===== src/rtl/udma_jtag_fifo_pkg.sv =====
// Shared definitions for the uDMA JTAG FIFO setup channel: setup word layout
// and the TCK-side launch FSM encoding.
package udma_jtag_fifo_pkg;

  localparam int unsigned SETUP_WIDTH       = 57;

  localparam int unsigned SETUP_DSIZE_BEGIN = 55;
  localparam int unsigned SETUP_DSIZE_END   = 56;
  localparam int unsigned SETUP_TXRXN       = 54;
  localparam int unsigned SETUP_ADDR_BEGIN  = 22;
  localparam int unsigned SETUP_ADDR_END    = 53;
  localparam int unsigned SETUP_SIZE_BEGIN  = 0;
  localparam int unsigned SETUP_SIZE_END    = 21;

  typedef enum logic [0:0] {
    ST_IDLE     = 1'b0,
    ST_WAIT_ACK = 1'b1
  } setup_tx_state_e;

endpackage


===== src/rtl/udma_jtag_fifo_sync2.sv =====
// Two-flop level synchronizer with asynchronous reset to 0.
module udma_jtag_fifo_sync2 (
  input  logic clk_i,
  input  logic rstn_i,
  input  logic data_async,
  output logic data_sync
);

  logic [1:0] sync_r;

  // Metastability filter chain
  always_ff @(posedge clk_i or negedge rstn_i) begin
    if (!rstn_i) begin
      sync_r <= 2'b00;
    end else begin
      sync_r <= {sync_r[0], data_async};
    end
  end

  assign data_sync = sync_r[1];

endmodule


===== src/rtl/udma_jtag_fifo_setup_tx.sv =====
// TCK-side initiator: shifts a setup word in serially and launches it to the
// uDMA domain with a toggle/ack handshake, holding it stable until acknowledged.
module udma_jtag_fifo_setup_tx
  import udma_jtag_fifo_pkg::*;
#(
  parameter int unsigned CNT_WIDTH = 8
) (
  input  logic                   clk_i,
  input  logic                   rstn_i,
  input  logic                   shift_en_i,
  input  logic                   shift_data_i,
  output logic                   shift_data_o,
  input  logic                   update_i,
  output logic [SETUP_WIDTH-1:0] setup_value_o,
  output logic                   setup_valid_o,
  input  logic                   setup_ack_i,
  output logic                   busy_o,
  output logic                   overrun_o,
  input  logic                   clr_overrun_i,
  output logic [CNT_WIDTH-1:0]   done_cnt_o
);

  logic [SETUP_WIDTH-1:0] sr_r;
  logic [SETUP_WIDTH-1:0] setup_value_r;
  logic                   setup_valid_r;
  logic                   overrun_r;
  logic [CNT_WIDTH-1:0]   done_cnt_r;
  setup_tx_state_e        state_r;
  logic                   ack_sync_s;

  udma_jtag_fifo_sync2 i_ack_sync (
    .clk_i      (clk_i),
    .rstn_i     (rstn_i),
    .data_async (setup_ack_i),
    .data_sync  (ack_sync_s)
  );

  // Serial shift register, LSB-first; a concurrent update drops the shift
  always_ff @(posedge clk_i or negedge rstn_i) begin
    if (!rstn_i) begin
      sr_r <= {SETUP_WIDTH{1'b0}};
    end else if (shift_en_i && !update_i) begin
      sr_r <= {shift_data_i, sr_r[SETUP_WIDTH-1:1]};
    end
  end

  // Launch/acknowledge FSM with its registered handshake outputs
  always_ff @(posedge clk_i or negedge rstn_i) begin
    if (!rstn_i) begin
      state_r       <= ST_IDLE;
      setup_value_r <= {SETUP_WIDTH{1'b0}};
      setup_valid_r <= 1'b0;
      done_cnt_r    <= {CNT_WIDTH{1'b0}};
    end else begin
      case (state_r)
        ST_IDLE: begin
          if (update_i) begin
            setup_value_r <= sr_r;
            setup_valid_r <= ~setup_valid_r;
            state_r       <= ST_WAIT_ACK;
          end
        end
        ST_WAIT_ACK: begin
          // Handshake closes once the synchronized ack level catches up
          if (ack_sync_s == setup_valid_r) begin
            done_cnt_r <= done_cnt_r + {{(CNT_WIDTH-1){1'b0}}, 1'b1};
            state_r    <= ST_IDLE;
          end
        end
        default: begin
          state_r <= ST_IDLE;
        end
      endcase
    end
  end

  // Sticky overrun flag; a new overrun beats a simultaneous clear
  always_ff @(posedge clk_i or negedge rstn_i) begin
    if (!rstn_i) begin
      overrun_r <= 1'b0;
    end else if (update_i && (state_r == ST_WAIT_ACK)) begin
      overrun_r <= 1'b1;
    end else if (clr_overrun_i) begin
      overrun_r <= 1'b0;
    end
  end

  assign shift_data_o  = sr_r[0];
  assign setup_value_o = setup_value_r;
  assign setup_valid_o = setup_valid_r;
  assign busy_o        = (state_r == ST_WAIT_ACK);
  assign overrun_o     = overrun_r;
  assign done_cnt_o    = done_cnt_r;

endmodule


===== config.mk =====
export PLATFORM = sky130hd
export DESIGN_NAME = udma_jtag_fifo_setup_tx
export DESIGN_NICKNAME = d
export VERILOG_FILES = /design/src/rtl/udma_jtag_fifo_pkg.sv /design/src/rtl/udma_jtag_fifo_sync2.sv /design/src/rtl/udma_jtag_fifo_setup_tx.sv
export SDC_FILE = /design/constraint.sdc
export NUM_CORES = 1
export LEC_CHECK = 0
export BUFFER_PORTS_ARGS = -buffer_cell sky130_fd_sc_hd__buf_4
export CAP_MARGIN = 25
export CORE_UTILIZATION = 50
export CTS_BUF_LIST = sky130_fd_sc_hd__clkbuf_16
export CTS_CLUSTER_DIAMETER = 40
export DETAILED_ROUTE_END_ITERATION = 8
export PLACE_DENSITY_LB_ADDON = 0.12
export SLEW_MARGIN = 20
export SYNTH_ARGS = -nofsm -noshare
export SYNTH_HDL_FRONTEND = slang
export SYNTH_SLANG_ARGS = --single-unit

===== constraint.sdc =====
create_clock -name clk_i -period 1.4 [get_ports clk_i]
set_clock_uncertainty 0.05 [all_clocks]
set_input_delay 0.28 -clock clk_i [delete_from_list [all_inputs] [get_ports clk_i]]
set_output_delay 0.28 -clock clk_i [all_outputs]
set_load 0.01 [all_outputs]

==> results by group, run 1 <==
Status
  • Run status: finished clean

Layout
  • Layout cells sized above 1: between 60% and 70%
  • Commonest non-fill, non-tap cell in the layout: dfrtp_1
  • Commonest non-fill, non-tap cells in the layout: dfrtp_1, mux2_2, buf_4, mux2_4, clkbuf_16
  • Final-stage net count: 384
  • Diode count: 0
  • Sequential cell area: ~3200 sq um
  • Synthesis-to-layout area growth: 28.9%
  • Area of the multi-input gates: about 1600 sq um
  • Filler cell count: between 600 and 700
  • Non-Filler Instances: a little over 500

Clocking
  • Num CTS Buffers: 17
  • CTS tree: yes
  • Maximum root-to-sink buffer count: 2
  • H-tree lvl count: 4
  • Worst-path clk slew: ~0.060 ns
  • CTS root buf: clkbuf_16
  • CTS sink cnt: 127
  • Clock Latency Late Sink: a little over 0.4 ns

STA
  • Worst-margin pin slew: approximately 0.32 ns
  • Final Hold Viols: 0
  • Fin. max-slew vios: 0
  • RSZ-0062 raised after global routing: true
  • Slew headroom: between 70% and 80%
  • Crit share post-route: between 90% and 100%
  • Setup tns final: 0 ns
  • Max Clk Rate: 738 MHz
  • Setup Viol. Count Final: 0
  • Crit path time final: 1.35 ns

Yosys
  • Net Count, Synth: around 290
  • Post-synthesis register bit count: about 130
  • Sequential area share after synthesis: 65.2%
  • Syn avg cell area: ~17 sq um
  • Post-Syn Area: around 5000 sq um
  • Synthesis warning total: 0
  • Post-synthesis cell count: around 280
  • Distinct cells, synth: 19

Route
  • Routed WL: approximately 7.7 mm
  • Detailed Routing Iterations Pass 1: 4
  • Number of vias per cell: ~5.0
  • DRC: 0
  • Vias after detailed routing: between 2000 and 3000
  • Post-route ant nets: 0
  • WL/cell: around 15 um
  • DRT iter0 DRCs: 42

Place
  • Hpwl dp: 4.84 mm
  • Cells after DPL: about 480
  • Port Buffers: 75
  • Final RePlAce weighted congestion: 0.743

Power and ir drop
  • Clock power frac: 38.9%
  • NetSw: slightly below 3 mW
  • Reg power frac: between 40% and 50%
  • Worst IR Drop VDD: 1.03 mV
  • LEAKAGE: roughly 3.3 nW
  • Internal power: between 8 and 9 mW
  • PD cells: approximately 1800 nW/um^2
  • Sw Share: about a quarter
  • Comb pwr share: about a fifth
  • Power, Total: between 10 and 15 mW

Die
  • Die Ht: between 100 and 150 um
  • Full die area: between 10000 and 15000 sq um
  • Starting Density: between 50% and 60%
  • Core ar.: slightly above 9000 sq um
  • I/O Pins: 76
  • Core Rows: 35
  • DIE WIDTH: around 100 um

Setup path
  • Reg2reg start: busy_o
  • CP max FO: 27
  • FF-to-FF path depth: 3
  • Critical path destination: setup_value_o[23]
  • Crit path from: busy_o
  • Critical Path AT: 1.60 ns
  • Crit path launch type: register
  • Setup slack, reg-to-reg: about 0.046 ns
  • CP required: between 1.5 and 2 ns
  • R2R Path End: setup_value_o[23]
  • CP Class: register to register
  • CP Capture Type: register

Global route
  • Vias in the first global route: between 2000 and 3000
  • Met1 usage in global routing: 22.0%
  • First-pass GRT wire length: between 10 and 15 mm
  • Gr usage total: between 10% and 20%
  • Initial antenna violation count: 0
  • Global Route met2 Usage: between 20% and 30%
  • Global route total overflow: 0
  • Met3 usage: 6.80%
  • GRT Max-Usage Layer: met2
  • Largest net degree at the start of global routing: 62

Flow run
  • Maxcap violations: 0

Min path
  • Hold crit path type: input port to register
==> area by class of cell <==
type	count	area share, %
repair buffers	86	11.8
clock inverters	15	2.71
multi-input cells	143	25.4
well taps	129	2.57
inverters	1	0.0598
clock buffers	17	6.78
flip-flops and latches	127	50.7
==> cells in the mapped netlist <==
library cell | number | share of area (%)
buf_2 | 2 | 0.21
nand2b_2 | 1 | 0.18
nor2_1 | 2 | 0.15
nor3_1 | 4 | 0.41
mux2_4 | 20 | 6.2
xor2_2 | 1 | 0.33
xor2_1 | 6 | 1.1
nand4_1 | 3 | 0.39
mux2_2 | 95 | 22
inv_1 | 1 | 0.077
o21ai_0 | 1 | 0.10
dfrtp_1 | 127 | 65
buf_6 | 7 | 1.6
xnor2_1 | 2 | 0.36
nand2b_4 | 2 | 0.57
ha_1 | 1 | 0.26
o21a_1 | 1 | 0.15
nand2_1 | 4 | 0.31
buf_4 | 3 | 0.46
==> metal layers <==
layer	up-vias	part of all wire (%)
li1	1177	-
met1	1337	45
met2	53	47
met3	16	5.7
met4	0	2.1
met5	-	0
==> power groups by stage <==
stage | Clock (mW) | Combinational (mW) | Sequential [mW]
final | 4.37 | 2.14 | 4.70
after global routing | 4.63 | 2.32 | 4.80
after CTS | 4.47 | 2.17 | 4.71
after detailed placement | 0 | 2.20 | 4.74
after global placement | 0 | 2.16 | 4.72
after floorplan | 0 | 1.16 | 4.82
==> repair_timing <==
item,in CTS,in global routing
gates resized for setup,0,5
buffers inserted,0,0
hold buffers,3,0
hold endpoints to repair,103,0
setup endpoints to repair,1,11
==> stage by stage <==
stage	cell area [sq um]	setup slack [ns]	hold slack [ns]	util, %
after floorplan	4870	0.00246	-0.0656	-
after global placement	5640	0.130	0.0969	60.5
after detailed placement	5640	0.0855	0.101	60.5
after CTS	6260	0.0233	0.0365	67.1
after global routing	6280	-0.0149	0.0385	67.3
final	6280	0.0457	0.0531	67.3
==> critical path: stages, from the launching register on <==
cell      delay [ns]
dfrtp_2         0.42
nand2b_4        0.17
buf_12          0.23
mux2_2          0.36
==> flip-flops by register name, indices dropped and copies added, names as in the netlist <==
| name | count |
|---|---|
| sr_r | 57 |
| overrun_o | 1 |
| setup_valid_o | 1 |
| setup_value_o | 57 |
| done_cnt_o | 8 |
| busy_o | 1 |
| i_ack_sync.sync_r | 2 |
==> logic make-up after synthesis <==
logic type | share of synthesized area, %
DFF | 65.2
muxes | 28.1
and+or+nand+nor | 2.00
buffers and inverters | 2.36
xor gates and xnor gates | 1.77
AOI/OAI and AO/OA | 0.257
adders and majority gates | 0.257
==> how the worst min path moves through the flow <==
stage	start	end	slack, ns	cells after the start
6_report	shift_data_i	sr_r[56]	0.05	2
5_1_grt	shift_data_i	sr_r[56]	0.04	2
4_1_cts	shift_data_i	sr_r[56]	0.04	2
3_5_place_dp	rstn_i	setup_value_o[35]	0.10	1
3_3_place_gp	rstn_i	setup_value_o[35]	0.1	1
2_1_floorplan	rstn_i	busy_o	-0.07	0
Power figures use the tool's default switching activity.
==> run 2: changes to the inputs <==
PLACE_DENSITY = 0.79   (was default)
PLACE_DENSITY_LB_ADDON = default   (was 0.12)
==> results by group, run 2 (synthesis results as in run 1) <==
Status
  • Run status: finished clean (unchanged)

Die
  • Full die area: 10100 sq um (unchanged)
  • DIE WIDTH: 101 um (unchanged)
  • Die Ht: 101 um (unchanged)
  • I/O Pins: 76 (unchanged)
  • Core ar.: 9330 sq um (unchanged)
  • Core Rows: 35 (unchanged)
  • Starting Density: 52.2% (unchanged)

Place
  • Port Buffers: 75 (unchanged)
  • Hpwl dp: 5.22 mm (was 4.84 mm)
  • Area post-placement: 5680 sq um (was 5640 sq um)
  • Final RePlAce weighted congestion: 0.715 (was 0.743)

Setup path
  • CP Capture Type: register (unchanged)
  • Setup slack, reg-to-reg: 0.06 ns (was 0.05 ns)
  • Crit path from: busy_o (unchanged)
  • CP required: 1.63 ns (was 1.65 ns)
  • Slowest CP cell: dfrtp_2 (unchanged)
  • Reg2reg start: busy_o (unchanged)
  • CP max FO: 19 (was 27)
  • Critical Path AT: 1.57 ns (was 1.60 ns)
  • Crit path launch type: register (unchanged)
  • Critical path's largest stage delay: 0.42 ns (about the same)
  • CP Class: register to register (unchanged)
  • Crit-path cells: nand2b_4 > buf_12 > mux2_2 (unchanged)

Global route
  • Largest net degree at the start of global routing: 33 (was 62)
  • First-pass GRT wire length: 13.6 mm (was 13.1 mm)
  • Global route total overflow: 0 (unchanged)
  • Vias in the first global route: 2697 (was 2660)
  • Gr usage total: 17.9% (was 17.4%)
  • Initial antenna violation count: 0 (unchanged)

Route
  • Routed WL: 8.05 mm (was 7.70 mm)
  • Number of vias per cell: 4.98 (was 4.99)
  • Detailed Routing Iterations Pass 1: 4 (unchanged)
  • DRC: 0 (unchanged)
  • WL/cell: 15.4 um (was 14.9 um)
  • Vias after detailed routing: 2598 (was 2583)
  • DRT iter0 DRCs: 51 (was 42)
  • Post-route ant nets: 0 (unchanged)

Clocking
  • Clock Latency Late Sink: 0.40 ns (was 0.41 ns)
  • H-tree lvl count: 4 (unchanged)
  • Maximum root-to-sink buffer count: 2 (unchanged)
  • Num CTS Buffers: 17 (unchanged)
  • Worst-path clk slew: 0.06 ns (about the same)
  • CTS tree: yes (unchanged)
  • CTS root buf: clkbuf_16 (unchanged)
  • CTS sink cnt: 127 (unchanged)

STA
  • Slew headroom: 75.6% (was 78.6%)
  • Fin. max-slew vios: 0 (unchanged)
  • Final Hold Viols: 0 (unchanged)
  • Setup Viol. Count Final: 0 (unchanged)
  • Max Clk Rate: 748 MHz (was 738 MHz)
  • Worst-margin pin slew: 0.366 ns (was 0.320 ns)
  • RSZ-0062 raised after global routing: false (was true)
  • Setup tns final: 0 ns (unchanged)
  • Crit share post-route: 95.5% (was 96.7%)
  • Crit path time final: 1.34 ns (was 1.35 ns)

Layout
  • Final Util: 67.8% (was 67.3%)
  • Diode count: 0 (unchanged)
  • Commonest non-fill, non-tap cell in the layout: dfrtp_1 (unchanged)
  • Final-stage net count: 388 (was 384)
  • Final Instance Area: 6330 sq um (was 6280 sq um)
  • Commonest non-fill, non-tap cells in the layout: dfrtp_1, mux2_2, buf_4, mux2_4, clkbuf_16 (unchanged)
  • Layout cells sized above 1: 60.8% (was 60.4%)
  • Synthesis-to-layout area growth: 29.9% (was 28.9%)

Power and ir drop
  • PD cells: 1810 nW/um^2 (was 1790 nW/um^2)
  • Worst IR Drop VDD: 0.946 mV (was 1.03 mV)
  • LEAKAGE: 3.31 nW (was 3.26 nW)

Flow run
  • Maxcap violations: 0 (unchanged)

Min path
  • Hold crit path type: input port to register (unchanged)
  • Worst hold path startpoint: clr_overrun_i (was shift_data_i)
-- run 2: what timing repair did --
action                     4_1_cts  5_1_grt
setup buffers                    0        1
resized for setup                0        1
setup endpoints to repair        1        6
pin swaps                        0        0
hold buffers                     2        0
hold endpoints to repair        20        0
-- run 2: routing by layer --
| metal | GRT usage, % | share of wire [%] | up-vias |
|---|---|---|---|
| li1 | - | - | 1192 |
| met1 | 22.6 | 44 | 1348 |
| met2 | 29.1 | 51 | 52 |
| met3 | 6.31 | 3.6 | 6 |
| met4 | 6.02 | 0.73 | 0 |
| met5 | 0 | 0 | - |
-- run 2: final timing paths --
path	endpoint	cells after the start
max reg2reg	setup_value_o[25]	3
max	setup_value_o[25]	3
min reg2reg	i_ack_sync.sync_r[1]	0
max in group asynchronous	sr_r[49]	3
min	overrun_o	2
min in group asynchronous	setup_value_o[32]	2
-- run 2: critical path, delay by kind of cell, from the launching register on --
| kind | cells | cell delay (ns) |
|---|---|---|
| buffers and inverters | 1 | 0.20 |
| and+or+nand+nor | 1 | 0.21 |
| DFF | 1 | 0.42 |
| muxes | 1 | 0.35 |
-- run 2: stage by stage --
step / std cells / total power [mW] / hold WS (ns) / setup slack [ns]
final: 522 / 11.5 / 0.0270 / 0.0624
after global routing: 522 / 12.0 / 0.0209 / 0.00838
after floorplan: 283 / 5.98 / -0.0656 / 0.00246
after detailed placement: 488 / 6.97 / 0.171 / 0.0964
after global placement: 488 / 6.90 / 0.170 / 0.120
after CTS: 521 / 11.6 / 0.00811 / 0.00629
-- run 2: report_power, final --
| part | switching [mW] | internal, mW | leakage (nW) |
|---|---|---|---|
| clock network | 1.56 | 2.97 | 0.298 |
| registers | 0.466 | 4.25 | 1.71 |
| logic | 0.910 | 1.29 | 1.30 |
| total | 2.94 | 8.51 | 3.31 |
-- run 2: layout make-up --
cell class | instances | area [sq um]
well taps | 129 | 161
repair buffers | 90 | 781
clock inverters | 15 | 193
multi-input cells | 143 | 1580
clock buffers | 17 | 425
inverters | 1 | 3.75
fillers | 671 | 3000
flip-flops and latches | 127 | 3180
==> run 3: changes to the inputs <==
SYNTH_HIERARCHICAL = 1   (was default)
==> results by group, run 3 <==
Setup path
  • Crit path depth: 1 (was 3)
  • CP Capture Type: primary output (was register)
  • Slowest CP cell: dfrtp_1 (was dfrtp_2)
  • Crit path launch type: register (unchanged)
  • CP Class: register to primary output (was register to register)
  • FF-to-FF path depth: 3 (unchanged)
  • Crit-path cells: buf_4 (was nand2b_4 > buf_12 > mux2_2)
  • Critical Path AT: 1.02 ns (was 1.57 ns)
  • CP required: 1.07 ns (was 1.63 ns)
  • CP max FO: 6 (was 19)
  • Delay-heaviest family, CP: flip-flops (unchanged)
  • Critical path's largest stage delay: 0.44 ns (was 0.42 ns)
  • CP Buf/Inv Count: 1 (unchanged)

Yosys
  • Net Count, Synth: 291 (unchanged)
  • Post-Syn Area: 4870 sq um (unchanged)
  • Most frequent cell after synthesis: dfrtp_1 (unchanged)
  • Async SR Flop Fraction: 100% (unchanged)
  • Ranking of synthesized cells by area: dfrtp_1, mux2_2, mux2_4 (unchanged)
  • Distinct cells, synth: 19 (unchanged)
  • Post-synth top area share: 65.2% (unchanged)
  • Prevailing post-synth register cell: dfrtp_1 (unchanged)
  • Largest area contributor in the synthesized netlist: dfrtp_1 (unchanged)
  • Synth top cells by count: dfrtp_1, mux2_2, mux2_4, buf_6, xor2_1 (unchanged)
  • Sequential area share after synthesis: 65.2% (unchanged)
  • Number of flops mapped to enable cells by yosys: 0 (unchanged)
  • Post-synthesis register bit count: 127 (unchanged)
  • Synthesis warning total: 6 (was 0)
  • Syn avg cell area: 17.2 sq um (unchanged)
  • Post-synthesis cell count: 283 (unchanged)

Power and ir drop
  • PD cells: 1790 nW/um^2 (was 1810 nW/um^2)
  • LEAKAGE: 3.27 nW (was 3.31 nW)
  • Worst IR Drop VDD: 1.05 mV (was 0.946 mV)

Global route
  • Global route total overflow: 0 (unchanged)
  • Vias in the first global route: 2642 (was 2697)
  • Gr usage total: 17.5% (was 17.9%)
  • Initial antenna violation count: 0 (unchanged)
  • Largest net degree at the start of global routing: 67 (was 33)
  • First-pass GRT wire length: 13.3 mm (was 13.6 mm)

Route
  • WL/cell: 15.5 um (was 15.4 um)
  • Routed WL: 8.02 mm (was 8.05 mm)
  • DRT iter0 DRCs: 43 (was 51)
  • Number of vias per cell: 5.00 (was 4.98)
  • Detailed Routing Iterations Pass 1: 3 (was 4)
  • DRC: 0 (unchanged)
  • Vias after detailed routing: 2588 (was 2598)
  • Post-route ant nets: 0 (unchanged)

STA
  • Slew headroom: 77.4% (was 75.6%)
  • Max Clk Rate: 740 MHz (was 748 MHz)
  • Final Hold Viols: 0 (unchanged)
  • Worst-margin pin slew: 0.338 ns (was 0.366 ns)
  • PnR worst setup slack: 0.0488 ns (was 0.0624 ns)
  • Crit path time final: 1.35 ns (was 1.34 ns)
  • Worst hold margin: 0.0222 ns (was 0.0270 ns)
  • Fin. max-slew vios: 0 (unchanged)
  • Crit share post-route: 96.5% (was 95.5%)
  • Setup tns final: 0 ns (unchanged)
  • RSZ-0062 raised after global routing: false (unchanged)
  • Setup Viol. Count Final: 0 (unchanged)

Die
  • Core ar.: 9330 sq um (unchanged)
  • Starting Density: 52.2% (unchanged)
  • Core Rows: 35 (unchanged)
  • I/O Pins: 76 (unchanged)
  • Full die area: 10100 sq um (unchanged)
  • DIE WIDTH: 101 um (unchanged)
  • Die Ht: 101 um (unchanged)

Flow run
  • Maxcap violations: 0 (unchanged)

Clocking
  • Worst-path clk slew: 0.05 ns (was 0.06 ns)
  • Clock Latency Late Sink: 0.40 ns (about the same)
  • CTS tree: yes (unchanged)
  • Maximum root-to-sink buffer count: 2 (unchanged)
  • H-tree lvl count: 4 (unchanged)
  • CTS root buf: clkbuf_16 (unchanged)
  • Num CTS Buffers: 17 (unchanged)
  • Post-CTS setup buffers: 0 (unchanged)
  • CTS sink cnt: 127 (unchanged)

Layout
  • Commonest non-fill, non-tap cells in the layout: dfrtp_1, mux2_2, buf_4, mux2_4, clkbuf_16 (unchanged)
  • Final Instance Area: 6280 sq um (was 6330 sq um)
  • Filler cell count: 649 (was 671)
  • Layout cells sized above 1: 60.7% (was 60.8%)
  • Commonest non-fill, non-tap cell in the layout: dfrtp_1 (unchanged)
  • Final-stage net count: 384 (was 388)
  • Diode count: 0 (unchanged)
  • Synthesis-to-layout area growth: 28.9% (was 29.9%)
  • Non-Filler Instances: 518 (was 522)

Place
  • Area post-placement: 5660 sq um (was 5680 sq um)
  • Pre-CTS WS: 0.0758 ns (was 0.0964 ns)
  • Cells after DPL: 485 (was 488)
  • Final RePlAce weighted congestion: 0.698 (was 0.715)
  • Port Buffers: 75 (unchanged)
  • Hpwl dp: 5.15 mm (was 5.22 mm)

Min path
  • WHS Path Cells: 2 (unchanged)
  • Hold crit path type: input port to register (unchanged)

Status
  • Run status: finished clean (unchanged)
==> run 3: cell counts after synthesis <==
Identical to the previous run, type by type.
==> run 3: logic make-up after synthesis <==
logic type	share of synthesized area, %
flops	65.2
fa+ha+maj	0.257
buf+inv	2.36
compound gates	0.257
simple gates	2.00
mux	28.1
xor+xnor	1.77
==> run 3: routing by layer <==
layer | share of wire, % | up-vias | global-route usage [%]
met4 | 0.82 | 0 | 7.36
li1 | - | 1182 | -
met2 | 50 | 58 | 27.5
met5 | 0 | - | 0
met3 | 4.7 | 4 | 6.10
met1 | 45 | 1344 | 22.3
==> run 3: power breakdown <==
group	total [mW]	switching (mW)	internal (mW)
sequential	4.70	0.457	4.25
combinational	2.16	0.886	1.28
clock	4.38	1.59	2.79
==> run 3: cell type report <==
type / count / area, sq um / area share, %
flip-flops and latches: 127 / 3180 / 50.6
multi-input cells: 143 / 1590 / 25.3
repair buffers: 86 / 751 / 12.0
clock buffers: 17 / 425 / 6.77
clock inverters: 15 / 170 / 2.71
well taps: 129 / 161 / 2.57
inverters: 1 / 3.75 / 0.0598
==> run 3: per-stage QoR <==
stage / util, % / power, mW
floorplan: - / 5.98
global route: 67.3 / 11.8
CTS: 67.2 / 11.4
detailed placement: 60.7 / 6.97
global placement: 60.7 / 6.90
finish: 67.3 / 11.2
==> run 3: worst paths after layout <==
path | end | from | slack, ns
setup reg to reg | setup_value_o[15] | busy_o | 0.05
min in group asynchronous | setup_value_o[33] | rstn_i | 0.16
hold reg to reg | i_ack_sync/sync_r[1] | i_ack_sync/sync_r[0] | 0.30
hold / removal | overrun_o | clr_overrun_i | 0.02
setup / recovery | done_cnt_o[3] | done_cnt_o[3] | 0.05
max in group asynchronous | setup_value_o[1] | rstn_i | 0.62
==> run 3: repair_timing <==
action / CTS / global route
resized for setup: 0 / 2
pin swaps: 0 / 0
endpoints found under the hold margin: 128 / 0
endpoints found under the setup margin: 1 / 2
hold buffers: 2 / 0
